$ cat config.mk
export PLATFORM = sky130hd
export DESIGN_NAME = traffic_light_monitor
export DESIGN_NICKNAME = d
export VERILOG_FILES = /design/src/rtl/traffic_pkg.sv /design/src/rtl/traffic_lamp_decode.sv /design/src/rtl/traffic_light_monitor.sv
export SDC_FILE = /design/constraint.sdc
export NUM_CORES = 1
export LEC_CHECK = 0
export CAP_MARGIN = 10
export CORE_ASPECT_RATIO = 1.1
export CORE_MARGIN = 2
export CORE_UTILIZATION = 48
export DETAILED_ROUTE_END_ITERATION = 6
export PLACE_DENSITY = 0.81
export SETUP_SLACK_MARGIN = 0.4
export SYNTH_ARGS = -nofsm -noshare
export SYNTH_HDL_FRONTEND = slang
export SYNTH_SLANG_ARGS = --single-unit
export TNS_END_PERCENT = 30
$ cat constraint.sdc
create_clock -name clk -period 6.9 [get_ports clk]
set_clock_uncertainty 0.15 [all_clocks]
set_input_delay 1.38 -clock clk [delete_from_list [all_inputs] [get_ports clk]]
set_output_delay 1.38 -clock clk [all_outputs]
set_load 0.01 [all_outputs]
$ cat src/rtl/traffic_pkg.sv
// rtl/traffic_pkg.sv - phase codes, successor order and default dwell times shared with the controller
package traffic_pkg;

  typedef enum logic [1:0] {
    NS_GREEN  = 2'b00,
    NS_YELLOW = 2'b01,
    EW_GREEN  = 2'b10,
    EW_YELLOW = 2'b11
  } phase_e;

  typedef enum logic {
    SYNC  = 1'b0,
    TRACK = 1'b1
  } mon_state_e;

  localparam int DEFAULT_GREEN_TICKS  = 5;
  localparam int DEFAULT_YELLOW_TICKS = 2;

  function automatic phase_e successor(input phase_e p);
    case (p)
      NS_GREEN:  return NS_YELLOW;
      NS_YELLOW: return EW_GREEN;
      EW_GREEN:  return EW_YELLOW;
      default:   return NS_GREEN;
    endcase
  endfunction

endpackage

$ cat src/rtl/traffic_lamp_decode.sv
// rtl/traffic_lamp_decode.sv - maps the six lamp lines onto a phase code plus legal/conflict flags
module traffic_lamp_decode
  import traffic_pkg::*;
(
  input  logic   ns_g,
  input  logic   ns_y,
  input  logic   ns_r,
  input  logic   ew_g,
  input  logic   ew_y,
  input  logic   ew_r,
  output phase_e phase,
  output logic   legal,
  output logic   conflict
);

  logic [5:0] lamps;

  assign lamps = {ns_g, ns_y, ns_r, ew_g, ew_y, ew_r};

  // Only these exact one-hot-per-direction patterns are legal; anything else reads as NS_GREEN/illegal.
  always_comb begin
    phase = NS_GREEN;
    legal = 1'b1;
    case (lamps)
      6'b100_001: phase = NS_GREEN;
      6'b010_001: phase = NS_YELLOW;
      6'b001_100: phase = EW_GREEN;
      6'b001_010: phase = EW_YELLOW;
      default:    legal = 1'b0;
    endcase
  end

  assign conflict = (ns_g | ns_y) & (ew_g | ew_y);

endmodule

$ cat src/rtl/traffic_light_monitor.sv
// rtl/traffic_light_monitor.sv - passive phase-order and dwell checker on the intersection lamp lines
module traffic_light_monitor
  import traffic_pkg::*;
#(
  parameter int GREEN_TICKS  = DEFAULT_GREEN_TICKS,
  parameter int YELLOW_TICKS = DEFAULT_YELLOW_TICKS,
  parameter int CYC_W        = 16
) (
  input  logic             clk,
  input  logic             rst_n,
  input  logic             tick,
  input  logic             ns_g,
  input  logic             ns_y,
  input  logic             ns_r,
  input  logic             ew_g,
  input  logic             ew_y,
  input  logic             ew_r,
  input  logic             err_clr,
  output phase_e           phase,
  output logic             phase_valid,
  output logic             locked,
  output logic             err_conflict,
  output logic             err_illegal,
  output logic             err_sequence,
  output logic             err_timing,
  output logic             err_any,
  output logic [CYC_W-1:0] cycle_count
);

  localparam int MAX_TICKS = (GREEN_TICKS > YELLOW_TICKS) ? GREEN_TICKS : YELLOW_TICKS;
  localparam int CNT_W     = $clog2(MAX_TICKS + 2);
  localparam logic [CNT_W-1:0] GREEN_REQ  = CNT_W'(GREEN_TICKS);
  localparam logic [CNT_W-1:0] YELLOW_REQ = CNT_W'(YELLOW_TICKS);

  mon_state_e       state, state_nxt;
  phase_e           dec_phase;
  logic             dec_legal, dec_conflict;
  logic [CNT_W-1:0] dwell, dwell_nxt, req, tick_cnt;
  logic [CYC_W-1:0] cycle_nxt;
  logic             changed;
  logic             set_seq, set_tim;
  logic             conflict_nxt, illegal_nxt, sequence_nxt, timing_nxt;

  traffic_lamp_decode u_decode (
    .ns_g     (ns_g),
    .ns_y     (ns_y),
    .ns_r     (ns_r),
    .ew_g     (ew_g),
    .ew_y     (ew_y),
    .ew_r     (ew_r),
    .phase    (dec_phase),
    .legal    (dec_legal),
    .conflict (dec_conflict)
  );

  // phase holds the last legal phase and phase_valid says the previous sample was legal,
  // so together they act as the "previous legal phase" for change detection.
  assign req      = (phase == NS_GREEN || phase == EW_GREEN) ? GREEN_REQ : YELLOW_REQ;
  assign tick_cnt = {{(CNT_W-1){1'b0}}, tick};
  assign changed  = dec_legal & phase_valid & (dec_phase != phase);
  assign locked   = (state == TRACK);

  always_comb begin
    state_nxt = state;
    dwell_nxt = dwell;
    cycle_nxt = cycle_count;
    set_seq   = 1'b0;
    set_tim   = 1'b0;
    case (state)
      SYNC: begin
        dwell_nxt = '0;
        if (changed) begin
          state_nxt = TRACK;
          dwell_nxt = tick_cnt;
        end
      end
      TRACK: begin
        if (!dec_legal) begin
          state_nxt = SYNC;
          dwell_nxt = '0;
        end else if (changed) begin
          set_seq   = (dec_phase != successor(phase));
          set_tim   = (dwell != req);
          dwell_nxt = tick_cnt;
          if (phase == EW_YELLOW && dec_phase == NS_GREEN) begin
            cycle_nxt = cycle_count + 1'b1;
          end
        end else if (tick) begin
          // Overrun is flagged as soon as it happens; the count parks one above the limit.
          set_tim = (dwell >= req);
          if (dwell <= req) begin
            dwell_nxt = dwell + 1'b1;
          end
        end
      end
      default: state_nxt = SYNC;
    endcase

    conflict_nxt = dec_conflict | (err_conflict & ~err_clr);
    illegal_nxt  = ~dec_legal   | (err_illegal  & ~err_clr);
    sequence_nxt = set_seq      | (err_sequence & ~err_clr);
    timing_nxt   = set_tim      | (err_timing   & ~err_clr);
  end

  always_ff @(posedge clk or negedge rst_n) begin
    if (!rst_n) begin
      state        <= SYNC;
      dwell        <= '0;
      phase        <= NS_GREEN;
      phase_valid  <= 1'b0;
      err_conflict <= 1'b0;
      err_illegal  <= 1'b0;
      err_sequence <= 1'b0;
      err_timing   <= 1'b0;
      err_any      <= 1'b0;
      cycle_count  <= '0;
    end else begin
      state        <= state_nxt;
      dwell        <= dwell_nxt;
      if (dec_legal) begin
        phase <= dec_phase;
      end
      phase_valid  <= dec_legal;
      err_conflict <= conflict_nxt;
      err_illegal  <= illegal_nxt;
      err_sequence <= sequence_nxt;
      err_timing   <= timing_nxt;
      err_any      <= conflict_nxt | illegal_nxt | sequence_nxt | timing_nxt;
      cycle_count  <= cycle_nxt;
    end
  end

endmodule

Word level (Yosys, flattened, before mapping). Index checks and enable logic that the tools add are counted.

Flip-flop bits (word level): 28. Output and inout port bits: 25. Input port bits: 10.

Add/subtract/negate cells: 2. Multiplexer cells: 23. Reductions and logical operators: 7. Order comparisons: 2. Equality and inequality tests: 12. Bitwise gates (word level): 19.

Operators by type and width (count): adder 16 x 1 -> 16 bit, second input constant (1); 2-to-1 mux 3 bit (5); equality test 6 x 4 -> 1 bit, second input constant (2); case mux 2 bit (3 select lines) (2); 2-to-1 mux 1 bit (11); bitwise OR 1 bit (9); bitwise AND 1 bit (7); equality test 6 x 5 -> 1 bit, second input constant (1); equality test 6 bit, second input constant (1); 2-to-1 mux 2 bit (3); case mux 3 bit (2 select lines) (1); equality test 2 bit, second input constant (2); zero test 2 bit (2); != test 2 bit (2); != test 4 x 2 -> 1 bit, second input constant (1); != test 4 x 3 -> 1 bit, second input constant (1); AND reduction 4 bit (1); OR reduction 4 bit (1); adder 3 x 1 -> 3 bit, second input constant (1); greater-or-equal comparator 3 bit (1); less-or-equal comparator 3 bit (1); != test 3 bit (1); NOT 1 bit (3); equality test 2 x 1 -> 1 bit, second input constant (1); 4 further kinds (4).

Depth between registers and ports, before layout.
Depth after elaboration: 15. Mapped depth: 9. Gate-level depth less buffers: 9.

Hierarchy. Synthesis repeated with hierarchy kept, for this count alone.

Cell total of the unflattened synthesis: 164. Area total of the unflattened synthesis: 1675.4 µm².

Modules (own cells, without submodules): traffic_light_monitor (sequential area each 700.7 µm², cells each 152, instances 1, area an instance 1580.3 µm²); traffic_lamp_decode (sequential area each 0.0 µm², cells each 12, instances 1, area an instance 95.1 µm²).

Least setup slack after synthesis. Ideal clock, no wire load.

Path type: input to register. From: input port ew_r. To: register cycle_count[14]. Data arrival time: 2.826 ns. Buffers on the path: 1. Setup slack: 3.798 ns. Cell stages on the path: 7. Cells stage by stage: nor4b_2 -> nand2_1 -> xnor2_1 -> a211oi_4 -> buf_6 -> nand4_1 -> xnor2_1.

Word-level cells in the longest chain between the ends: 6. Elaborated cells on any way between the ends: 13. Those cells by class: eq/ne: 5; mux: 2; bitwise: 2; reduce/logical: 4.

RTL lines: start, declared (RTL line traffic_light_monitor.sv:17) `input logic ew_r,`; equality test 6 bit (tied with other cells) (RTL line traffic_lamp_decode.sv:24) `case (lamps)`; OR reduction 4 bit (no line); 2-to-1 mux 1 bit (RTL line traffic_lamp_decode.sv:24); bitwise AND 1 bit (2 in a row) (RTL line traffic_light_monitor.sv:60) `assign changed = dec_legal & phase_valid & (dec_phase != phase);`; AND reduction 4 bit (no line) (*); end signal, assigned (RTL line traffic_light_monitor.sv:129) `cycle_count <= cycle_nxt;`; end, declared (RTL line traffic_light_monitor.sv:27) `output logic [CYC_W-1:0] cycle_count`.

Mark *: on every way between the ends. The rest lies on a longest branch, timed or not. A chain may end at the register's enable or synchronous reset.

Worst setup path in the final report.
From: input port ns_y. To: register cycle_count[1].

Word-level cells in the longest chain between the ends: 6. Elaborated cells on any way between the ends: 13. Those cells by class: eq/ne: 5; mux: 2; bitwise: 2; reduce/logical: 4.

RTL lines: start, declared (RTL line traffic_light_monitor.sv:13) `input logic ns_y,`; equality test 6 bit (tied with other cells) (RTL line traffic_lamp_decode.sv:24); OR reduction 4 bit (no line); 2-to-1 mux 1 bit (RTL line traffic_lamp_decode.sv:24); bitwise AND 1 bit (2 in a row) (RTL line traffic_light_monitor.sv:60); AND reduction 4 bit (no line) (*).

Marks and branches as above.

==> results.md <==
Timing:
- Setup violations remaining at the end of the flow were counted as 0.
- Hold is met by 0.344 ns.
- In the finished design, the share of the clock period the worst path needs comes to 52.3%.
- The sum of negative setup slack is 0 ns.
- The highest achievable clock rate is 277 MHz.
- Setup repair after global routing left no endpoint under its margin.
- Subtracting the final worst setup slack from the clock period gives between 3 and 4 ns.
- The remaining max-slew budget at the tightest pin is 57.8%.
- The final hold violation count is 0.
- The number of slew-limit violations in the final report is 0.
- For the pin with the worst max-slew slack, the measured transition is approximately 0.63 ns.

Power:
- The share of total power dissipated in sequential elements is about 48%.
- The worst voltage drop across the vdd grid is 0.143 mV.
- The clock share of power is 29.9%.
- Internal power comes to about 260 uW.
- Combinational logic burns 21.8% of the power.
- The reported net switching power is between 90 and 100 uW.
- The share of total power consumed by net switching is 26.5%.
- In this run the static leakage power is approximately 0.85 nW.
- The total power density per cell area is approximately 180 mW/mm^2.
- The total power draw is 356 uW.

GRT:
- The met2 routing resource usage after global routing is between 30% and 40%.
- The global routing stage identified its most utilized layer as met2.
- The initial antenna violation count is 0.
- The total overflow left after global routing is 0.
- The largest net degree at the start of global routing is 29.
- Global routing used between 10% and 20% of the available tracks across all layers.
- The number of global-route vias before repair is roughly 1200.
- The wire length of the first global-routing pass is 5.38 mm.
- The met1 track demand over resource is 22.3%.
- In the global route stage, met3 resource usage came out at 2.87%.

Placement:
- The detailed placement HPWL is 2.34 mm.
- The count of placed standard cells including taps is ~210.
- At the end of routability-driven placement, the weighted congestion stood at 0.802.
- During placement, the flow inserted port buffers numbering 34.

Synth:
- The netlist uses 34 different library cells.
- The share of the synthesized area in the top cell type is about 45%.
- Ranked by total cell area, the synthesized netlist is headed by sky130_fd_sc_hd__dfrtp_1 (45%), sky130_fd_sc_hd__xnor2_1 (9.6%), sky130_fd_sc_hd__ha_1 (6.5%), sky130_fd_sc_hd__nand4_1 (3.6%), sky130_fd_sc_hd__xor2_1 (3.4%).
- The synthesized netlist occupies a cell area of approximately 0.0015 mm^2.
- Each instance of the synthesized netlist takes up on average 10.7 um^2.
- The post-synthesis net count is 162.
- Sequential cells were found to cover between 40% and 50% of the synthesized design area.
- The most used flip-flop cell after synthesis is sky130_fd_sc_hd__dfrtp_1.
- Of all cell types, the one taking the most synthesized area is sky130_fd_sc_hd__dfrtp_1.
- In the synthesized netlist the async set-or-reset flop fraction comes to 100%.
- The total number of yosys warnings is 0.
- The register bit count reported by yosys is 28.
- Synthesis produced 144 cells.
- The number of enable flip-flop cells after synthesis is 0.

Cells and area:
- The growth of design area from synthesis to finish is 27.9%.
- The repair_antennas step left the layout with diodes totalling 0.
- The layout cell share with drive strength beyond 1 is 6.59%.
- Leaving out fill and tap cells, the most frequent cells in the layout are sky130_fd_sc_hd__clkdlybuf4s50_1 (34), sky130_fd_sc_hd__dfrtp_1 (28), sky130_fd_sc_hd__xnor2_1 (17).
- Leaving out fill and tap cells, the most frequent cell in the layout is sky130_fd_sc_hd__clkdlybuf4s50_1.
- In the final design database the tool counted about 200 nets.
- The finished layout holds roughly 220 standard cells, fillers aside.

Setup path:
- For the worst setup path, the data required time is approximately 7 ns.
- The element type at the critical path end is a flop.
- The arrival time of the worst setup path is 3.69 ns.
- The launching element type of the critical path is an input pin.
- For the worst flop-to-flop path, the logic depth is 9.
- The startpoint identified for the worst register-to-register timing path is phase[0]$_DFFE_PN0N_.
- The critical path is of the in -> reg type.
- The source of the critical timing path is ns_y.
- The endpoint identified for the worst register-to-register timing path is dwell[0]$_DFFE_PN0P_.
- Traced cell by cell, the critical path runs through clkdlybuf4s50_1 -> nor4b_2 -> nand2_1 -> xnor2_1 -> a211oi_4 -> mux2_2.
- The worst-path cell with the longest stage delay is sky130_fd_sc_hd__a211oi_4.
- Setup slack on the worst reg-to-reg path comes out at 4.41 ns.
- Of all nets on the critical path, the largest fanout is 16.
- In this design, the stage delay of the slowest critical-path cell is a little over 0.6 ns.

Detailed routing:
- Once detail routing completed, the nets flagged for antenna violations numbered 0.
- The initial DRC count is between 40 and 50.
- The remaining design rule violation count is 0.
- Summing over every cut layer, the via total after detailed routing is between 1000 and 1500.
- The number of optimization iterations in the first detailed-route pass is 5.
- Dividing the detail-routed wire length by the instance count gives 13.9 um.
- The number of vias per cell after detailed routing is roughly 5.6.
- The routed wire length is 3.01 mm.

Flow run:
- The max-cap violation count is 0.

Min path:
- The number of instances on the worst hold path is 1.
- The path class of the lowest-slack min-delay path is reg -> reg.
- The path with the worst hold slack has its endpoint at cycle_count[15]$_DFFE_PN0P_.
- The beginning of the worst hold path is cycle_count[15]$_DFFE_PN0P_.

Floorplan:
- Measured along the y axis, the die boundary spans about 64 um.
- The initialized floorplan defines 21 standard-cell rows.
- Once the floorplan was initialized, standard cells occupied 50.3% of the core.
- The count of pins on the block boundary is 35.
- Measured along the x axis, the die boundary spans 58.1 um.
- The overall die area is 0.00369 mm^2.
- The floorplan step defined a core boundary enclosing a little over 0.003 mm^2.

Clock network:
- The depth of the CTS H-tree is 1.
- The tree is rooted in a sky130_fd_sc_hd__clkbuf_4.
- The number of gates resized after CTS was 0.
- The clock drives 28 sinks.
- The clock tree from TritonCTS is yes.
- Counting the buffers created by CTS gives 3.
- The post-CTS setup repair buffer count is 0.
- The number of hold buffers added after cts is 0.
- The later-pin clock latency in the skew report is 0.32 ns.
- The clock passes through at most 2 buffers.
- The clock slew seen by the registers of the worst setup and hold paths is roughly 0.15 ns.

Outcome:
- The run finished with clean final reports.
[power groups by stage]
stage	combinational, mW	clock, mW	sequential, mW
2_1_floorplan	0.0460	0	0.177
3_5_place_dp	0.0770	0	0.175
4_1_cts	0.0776	0.111	0.173
5_1_grt	0.0878	0.117	0.173
6_report	0.0775	0.106	0.172
3_3_place_gp	0.0748	0	0.175
[layer usage]
layer | share of wire [%] | vias up
li1 | - | 593
met1 | 43 | 595
met2 | 52 | 30
met3 | 4.4 | 2
met4 | 0.47 | 0
met5 | 0 | -
[sequential cells by signal (all words and copies together), names as in the netlist]
| signal | count |
|---|---|
| phase_valid | 1 |
| locked | 1 |
| err_illegal | 1 |
| err_timing | 1 |
| err_conflict | 1 |
| err_sequence | 1 |
| dwell | 3 |
| cycle_count | 16 |
| phase | 2 |
| err_any | 1 |
[worst max path at each step]
stage / slack, ns / endpoint / cells past startpoint
floorplan: 3.80 / cycle_count[14]$_DFFE_PN0P_ / 7
global placement: 3.02 / cycle_count[1]$_DFFE_PN0P_ / 6
detailed placement: 2.95 / cycle_count[1]$_DFFE_PN0P_ / 6
CTS: 3.33 / cycle_count[1]$_DFFE_PN0P_ / 6
global route: 3.09 / cycle_count[15]$_DFFE_PN0P_ / 7
finish: 3.29 / cycle_count[1]$_DFFE_PN0P_ / 6
[area by class of cell]
| type | instances | area [um^2] |
|---|---|---|
| flip-flops and latches | 28 | 701 |
| inverters | 8 | 30.0 |
| repair buffers | 35 | 348 |
| fillers | 260 | 1100 |
| clock buffers | 3 | 22.5 |
| clock inverters | 1 | 30.0 |
| well taps | 34 | 42.5 |
| multi-input cells | 107 | 805 |
[stage by stage]
step	utilization (%)	worst slack [ns]	instance area, um^2
floorplan	-	3.80	1550
global placement	62.6	3.02	1930
detailed placement	62.6	2.95	1930
CTS	64.3	3.33	1980
global route	64.3	3.09	1980
finish	64.3	3.29	1980
[critical path, delay by kind of cell]
family / cells / cell delay (ns)
AOI/OAI and AO/OA: 1 / 0.61
and+or+nand+nor: 2 / 0.53
muxes: 1 / 0.41
xor gates and xnor gates: 1 / 0.22
buffers and inverters: 1 / 0.54
[logic make-up after synthesis]
kind of cell | Yosys count | synth area share, %
AOI/OAI and AO/OA | 23 | 10.5
xor gates and xnor gates | 23 | 13.0
adders and majority gates | 8 | 6.47
buffers and inverters | 9 | 2.67
DFF | 28 | 45.3
muxes | 3 | 2.02
and+or+nand+nor | 50 | 20.0
[cell usage after synthesis, types with 3 or more instances]
cell type / instances
sky130_fd_sc_hd__dfrtp_1: 28
sky130_fd_sc_hd__xnor2_1: 17
sky130_fd_sc_hd__nand4_1: 9
sky130_fd_sc_hd__o21ai_0: 9
sky130_fd_sc_hd__ha_1: 8
sky130_fd_sc_hd__inv_1: 8
sky130_fd_sc_hd__nand3_1: 8
sky130_fd_sc_hd__nand2_1: 6
sky130_fd_sc_hd__xor2_1: 6
sky130_fd_sc_hd__and2_1: 5
sky130_fd_sc_hd__and3_1: 5
sky130_fd_sc_hd__nor2_1: 4
sky130_fd_sc_hd__a21oi_1: 3
sky130_fd_sc_hd__o211ai_1: 3
(Power assumes the default switching activity.)
